File: src/rtl/fetch_stage_pkg.sv
// Shared types and constants for the turbo instruction-fetch stage.
// Bus widths, one-hot fetch FSM encodings and the default reset PC.
package fetch_stage_pkg;

    localparam int IF_TO_ID_BUS_WD = 64;
    localparam int PRDT_BUS_WD     = 33;

    localparam logic [31:0] IF_RESET_PC = 32'h0000_0000;

    typedef enum logic [4:0] {
        IF_ST_INIT = 5'b00001,
        IF_ST_REQ  = 5'b00010,
        IF_ST_RESP = 5'b00100,
        IF_ST_HOLD = 5'b01000,
        IF_ST_NEXT = 5'b10000
    } if_state_e;

    typedef struct packed {
        logic        go;
        logic [31:0] tar;
    } prdt_t;

    function automatic logic [31:0] seq_pc(input logic [31:0] pc);
        return pc + 32'd4;
    endfunction

endpackage

File: src/rtl/fetch_stage_pc_gen.sv
// Program counter register and next-PC selection for the fetch stage.
// Priority: cancel redirect, then decode's prediction, then sequential +4.
module pc_gen
    import fetch_stage_pkg::*;
#(
    parameter logic [31:0] RESET_PC = IF_RESET_PC
) (
    input  logic        clk,
    input  logic        rst,
    input  logic        cancel,
    input  logic [31:0] cancel_tar,
    input  logic        advance,
    input  logic        prdt_go,
    input  logic [31:0] prdt_tar,
    output logic [31:0] pc
);

    logic [31:0] pc_d;
    logic [31:0] pc_q;

    always_comb begin
        pc_d = pc_q;
        if (cancel) begin
            pc_d = cancel_tar;
        end else if (advance) begin
            pc_d = prdt_go ? prdt_tar : seq_pc(pc_q);
        end
    end

    always_ff @(posedge clk or negedge rst) begin
        if (!rst) begin
            pc_q <= RESET_PC;
        end else begin
            pc_q <= pc_d;
        end
    end

    assign pc = pc_q;

endmodule

File: src/rtl/fetch_stage.sv
// Instruction-fetch stage: one outstanding fetch, handshakes to memory and decode.
// Optional performance counters are built when IF_PERF_CNT_EN is defined.
module fetch_stage
    import fetch_stage_pkg::*;
#(
    parameter logic [31:0] RESET_PC = IF_RESET_PC
) (
    input  logic                       clk,
    input  logic                       rst,
    input  logic                       cancel,
    input  logic [31:0]                cancel_tar,
    input  logic [PRDT_BUS_WD-1:0]     prdt_bus,
    input  logic                       ID_ready,
    output logic                       IF_to_ID_valid,
    output logic [IF_TO_ID_BUS_WD-1:0] IF_to_ID_bus,
    output logic [31:0]                PC,
    output logic                       Inst_Req_Valid,
    input  logic                       Inst_Req_Ready,
    input  logic [31:0]                Instruction,
    input  logic                       Inst_Valid,
    output logic                       Inst_Ready
`ifdef IF_PERF_CNT_EN
    ,
    output logic [31:0]                Fetch_cnt,
    output logic [31:0]                Mem_wait_cnt,
    output logic [31:0]                Cancel_cnt
`endif
);

    if_state_e   state_d, state_q;
    logic        discard_d, discard_q;
    logic [31:0] inst_d, inst_q;
    logic        req_valid_d, req_valid_q;
    logic        inst_ready_d, inst_ready_q;
    logic        id_valid_d, id_valid_q;
    prdt_t       prdt;

    assign prdt = prdt_t'(prdt_bus);

    pc_gen #(
        .RESET_PC   (RESET_PC)
    ) u_pc_gen (
        .clk        (clk),
        .rst        (rst),
        .cancel     (cancel),
        .cancel_tar (cancel_tar),
        .advance    (state_q == IF_ST_NEXT),
        .prdt_go    (prdt.go),
        .prdt_tar   (prdt.tar),
        .pc         (PC)
    );

    // A cancel that cannot drop the in-flight response immediately marks it for discard.
    always_comb begin
        state_d   = state_q;
        discard_d = discard_q;
        inst_d    = inst_q;
        unique case (state_q)
            IF_ST_INIT: begin
                if (!cancel) begin
                    state_d = IF_ST_REQ;
                end
            end
            IF_ST_REQ: begin
                if (Inst_Req_Ready) begin
                    state_d   = IF_ST_RESP;
                    discard_d = cancel;
                end
            end
            IF_ST_RESP: begin
                if (Inst_Valid) begin
                    discard_d = 1'b0;
                    if (cancel || discard_q) begin
                        state_d = IF_ST_REQ;
                    end else begin
                        state_d = IF_ST_HOLD;
                        inst_d  = Instruction;
                    end
                end else if (cancel) begin
                    discard_d = 1'b1;
                end
            end
            IF_ST_HOLD: begin
                if (cancel) begin
                    state_d = IF_ST_REQ;
                end else if (ID_ready) begin
                    state_d = IF_ST_NEXT;
                end
            end
            IF_ST_NEXT: begin
                state_d = IF_ST_REQ;
            end
            default: begin
                state_d   = IF_ST_INIT;
                discard_d = 1'b0;
            end
        endcase
    end

    always_comb begin
        req_valid_d  = (state_d == IF_ST_REQ);
        inst_ready_d = (state_d == IF_ST_RESP);
        id_valid_d   = (state_d == IF_ST_HOLD);
    end

    always_ff @(posedge clk or negedge rst) begin
        if (!rst) begin
            state_q      <= IF_ST_INIT;
            discard_q    <= 1'b0;
            inst_q       <= 32'h0;
            req_valid_q  <= 1'b0;
            inst_ready_q <= 1'b0;
            id_valid_q   <= 1'b0;
        end else begin
            state_q      <= state_d;
            discard_q    <= discard_d;
            inst_q       <= inst_d;
            req_valid_q  <= req_valid_d;
            inst_ready_q <= inst_ready_d;
            id_valid_q   <= id_valid_d;
        end
    end

    assign Inst_Req_Valid = req_valid_q;
    assign Inst_Ready     = inst_ready_q;
    assign IF_to_ID_valid = id_valid_q;
    assign IF_to_ID_bus   = {PC, inst_q};

`ifdef IF_PERF_CNT_EN
    logic [31:0] fetch_cnt_d, fetch_cnt_q;
    logic [31:0] mem_wait_cnt_d, mem_wait_cnt_q;
    logic [31:0] cancel_cnt_d, cancel_cnt_q;

    // Counters wrap naturally at 32 bits.
    always_comb begin
        fetch_cnt_d    = fetch_cnt_q;
        mem_wait_cnt_d = mem_wait_cnt_q;
        cancel_cnt_d   = cancel_cnt_q;
        if (state_q == IF_ST_HOLD && ID_ready && !cancel) begin
            fetch_cnt_d = fetch_cnt_q + 32'd1;
        end
        if (state_q == IF_ST_REQ || state_q == IF_ST_RESP) begin
            mem_wait_cnt_d = mem_wait_cnt_q + 32'd1;
        end
        if (cancel) begin
            cancel_cnt_d = cancel_cnt_q + 32'd1;
        end
    end

    always_ff @(posedge clk or negedge rst) begin
        if (!rst) begin
            fetch_cnt_q    <= 32'h0;
            mem_wait_cnt_q <= 32'h0;
            cancel_cnt_q   <= 32'h0;
        end else begin
            fetch_cnt_q    <= fetch_cnt_d;
            mem_wait_cnt_q <= mem_wait_cnt_d;
            cancel_cnt_q   <= cancel_cnt_d;
        end
    end

    assign Fetch_cnt    = fetch_cnt_q;
    assign Mem_wait_cnt = mem_wait_cnt_q;
    assign Cancel_cnt   = cancel_cnt_q;
`endif

endmodule
File: config.mk
export PLATFORM = sky130hd
export DESIGN_NAME = fetch_stage
export DESIGN_NICKNAME = d
export VERILOG_FILES = /design/src/rtl/fetch_stage_pkg.sv /design/src/rtl/fetch_stage_pc_gen.sv /design/src/rtl/fetch_stage.sv
export SDC_FILE = /design/constraint.sdc
export NUM_CORES = 1
export LEC_CHECK = 0
export BUFFER_PORTS_ARGS = -buffer_cell sky130_fd_sc_hd__buf_4
export CORE_UTILIZATION = 39
export CTS_CLUSTER_DIAMETER = 80
export CTS_CLUSTER_SIZE = 12
export DETAILED_ROUTE_END_ITERATION = 8
export GPL_TIMING_DRIVEN = 0
export PLACE_DENSITY = 0.68
export SYNTH_ARGS = -nofsm -noshare
export SYNTH_HDL_FRONTEND = slang
export SYNTH_SLANG_ARGS = --single-unit
File: constraint.sdc
create_clock -name clk -period 2.9 [get_ports clk]
set_clock_uncertainty 0.1 [all_clocks]
set_input_delay 0.145 -clock clk [delete_from_list [all_inputs] [get_ports clk]]
set_output_delay 0.145 -clock clk [all_outputs]
set_load 0.005 [all_outputs]
==> run_results.csv <==
group,metric,value,unit
route,detail_route.first_pass.iterations,5,
timing,finalCriticalPeriod,2.543,ns
critical_path,cp-end-kind,"flop",
critical_path,cp_top_family,"buffers and inverters",
critical_path,setup.worst_path.class,"reg -> reg",
route,wl_per_cell,17.73,µm
yosys,synthArstFlopShare,100.0,%
min_path,hold_class,"in -> reg",
floorplanning,initial_core_util,40.82,%
yosys,syn_area,4270,µm²
critical_path,max_stage_delay,0.57,ns
floorplanning,die_h,106.6,µm
timing,fin_crit_sh,87.69,%
cts,clock_latency,0.36,ns
final_layout,fillers,883,
pwr,p_comb_share,30.5,%
yosys,ys_warn_count,0,
placed_design,place_area,5942,µm²
critical_path,rr_endpoint,"u_pc_gen.pc[1]",
timing,setup_tns,0,ns
global_route,grtUsageTotal,26.88,%
route,drt-total-wl,15070,µm
timing,slew_headroom,36.62,%
final_layout,final_area,6623,µm²
timing,hold_violations,0,
pwr,swShare,31.81,%
floorplanning,design.core.area,10460,µm²
critical_path,worstPathMaxFanout,10,
yosys,synth_cells,448,
yosys,netlist.area_leader.share,42.19,%
pwr,power.density,432.5,nW/µm²
pwr,pwr-share-clk,26.6,%
global_route,antenna_found_initial,0,
yosys,ys_ff_latch,73,
critical_path,path_cells,"clkbuf_1, nor2_1, and3_1, buf_2, nand2_1, mux2i_1, o21ai_0, dlygate4sd3_1",
final_layout,areaGrowthSynthToFinish,55.08,%
final_layout,num-nets-final,813,
timing,worstMarginPinSlew,0.9506,ns
floorplanning,dieArea,11370,µm²
cts,numCtsBuffers,9,
cts,clockRootBuffer,"clkbuf_8",
critical_path,worst_ep_arrival_time,2.69,ns
global_route,grt_max_degree,74,
timing,fmax,393.2,MHz
critical_path,path_buf_inv,3,
critical_path,worstPathRequired,3.05,ns
flow_run,drv_cap,0,
final_layout,antenna_cells,0,
yosys,synth_area_leaders,"dfrtp_1 42%, buf_4 5.6%, mux2_1 5.3%, mux2_2 3.4%, o21ai_0 3.2%",
min_path,hold_start,"cancel_tar[8]",
route,drt_iter0_drc,235,
cts,cts_tree,"built",
yosys,yosysTopAreaCell,"dfrtp_1",
critical_path,reg2reg_depth,8,
route,via_per_inst,5.459,
critical_path,cp-start-kind,"flop",
yosys,synth_common_cells,"72 x dfrtp_1, 34 x nor2_1, 32 x buf_4",
floorplanning,ios,202,
critical_path,timing.rr.start,"state_q[1]",
placed_design,port-buffer-count,200,
yosys,synth.most_common_cell,"dfrtp_1",
cts,cts.sinks,73,
critical_path,rrSetupSlack,0.36,ns
critical_path,slowest_stage,"dlygate4sd3_1",
pwr,p_leak,3.238,nW
pwr,ir_worst_vdd,0.2444,mV
critical_path,path_depth,8,
timing,drv_slew,0,
yosys,ys_seq_area_share,42.81,%
floorplanning,die_x,106.6,µm
timing,setup_viol,0,
yosys,synth_cell_types,69,
global_route,overflow,0,
yosys,ys.flop_type,"dfrtp_1",
route,ant_nets,0,
floorplanning,row_count,37,
placed_design,dpl_worst_slack,0.5839,ns
pwr,pwr-share-seq,42.9,%
yosys,synth_fp_nets,552,
status,status,"completed",
route,route.detailed.drc,0,
placed_design,dp_hpwl,10590,µm
critical_path,crit_start,"state_q[1]",
critical_path,crit_end,"u_pc_gen.pc[1]",
global_route,grt_pass1_vias,4619,
cts,cts.clk_slew.worst_paths,0.09,ns
pwr,internal_power,1.953,mW
cts,h-tree-depth,3,
yosys,synth_edf_count,0,
timing,layout_setup_ws,0.3569,ns
timing,holdWs,0.007637,ns
global_route,grt_pass1_wl,23590,µm
placed_design,place.gp.congestion,0.8721,
route,vias,4640,
cts,clk_path_buf_depth,2,
pwr,p_switching,911.2,µW
yosys,synth.avg_cell_area,9.532,µm²
timing,rsz0062_at_grt,"no",
final_layout,drive_above_1_share,40.06,%
==> what timing repair did <==
item	4_1_cts	5_1_grt
hold buffers	50	0
resized for setup	0	0
endpoints found under the hold margin	118	0
setup buffers	0	0
==> metrics by stage <==
stage               total power [mW]  cells  util [%]
finish                         2.865    850     63.30
global route                   3.018    850     63.30
CTS                            2.870    850     63.30
detailed placement             2.055    784     56.79
global placement               2.039    784     56.79
floorplan                      1.626    448         -
==> kinds of logic (layout without fill, tap and decap cells) <==
logic type	after synthesis	after routing	synth area share, %
compound gates	119	119	18.90
xor+xnor	1	1	0.2051
fa+ha+maj	1	1	0.2930
buf+inv	70	336	9.405
flops	73	73	42.81
mux	40	40	10.34
simple gates	144	144	18.05
==> worst register-to-register path, stage by stage, from the launching register on <==
cell and delay, ns:
dfrtp_1 0.37, clkbuf_1 0.19, nor2_1 0.22, and3_1 0.30
buf_2 0.28, nand2_1 0.15, mux2i_1 0.19, o21ai_0 0.08
dlygate4sd3_1 0.57
==> layout make-up <==
type                       count  area [µm²]  area share (%)
multi-input combinational    305        2041           30.81
timing repair buffer         250        2002           30.23
sequential                    73        1828           27.60
buffer                        59       360.3           5.441
tap                          136       170.2           2.569
clock buffer                  10       137.6           2.078
clock inverter                 6       42.54          0.6424
inverter                      11       41.29          0.6235
==> placed cells by master, fill, tap and decap left out, types with 4 or more instances in the layout <==
master / synthesis / final
o21ai_1: 4 / 4
and3_1: 9 / 9
clkbuf_1: 14 / 14
dfrtp_1: 72 / 72
clkbuf_8: 0 / 10
buf_4: 32 / 232
a22oi_1: 5 / 5
o211ai_1: 6 / 6
o22ai_1: 8 / 8
nand2b_1: 6 / 6
nand3_1: 13 / 13
mux2i_1: 7 / 7
nor4_1: 8 / 8
o21ai_0: 27 / 27
buf_2: 9 / 9
nor2_1: 34 / 34
dlygate4sd3_1: 0 / 50
nand4_1: 9 / 9
nor3_1: 15 / 15
inv_1: 10 / 10
a21oi_1: 22 / 22
mux2_2: 13 / 13
nand2_1: 29 / 29
mux2_1: 20 / 20
o31ai_1: 5 / 5
==> layer usage <==
metal	track usage (%)	vias up	share of wire [%]
met5	0	-	0
met4	10.27	0	2.0
met3	7.477	29	10
met2	44.84	248	48
met1	32.93	2214	40
li1	-	2149	-
==> registers in the layout, indices dropped and copies added, names as in the netlist <==
signal and cells:
inst_q 32, u_pc_gen.pc 32, state_q 5, Inst_Req_Valid 1, IF_to_ID_valid 1, Inst_Ready 1
discard_q 1
==> worst min path at each step <==
stage / slack, ns / cells after the start / endpoint
floorplan: -0.25 / 0 / IF_to_ID_valid
global placement: 0.26 / 1 / u_pc_gen.pc[30]
detailed placement: 0.26 / 2 / inst_q[15]
CTS: 0.003 / 3 / u_pc_gen.pc[18]
global route: 0.01 / 3 / u_pc_gen.pc[18]
finish: 0.008 / 3 / u_pc_gen.pc[8]
==> power by group through the flow <==
stage / logic, mW / registers [mW] / clock network [mW]
CTS: 0.867 / 1.23 / 0.776
floorplan: 0.404 / 1.22 / 0
global route: 0.953 / 1.25 / 0.820
finish: 0.872 / 1.23 / 0.763
detailed placement: 0.811 / 1.24 / 0
global placement: 0.800 / 1.24 / 0
Power figures use the tool's default switching activity.
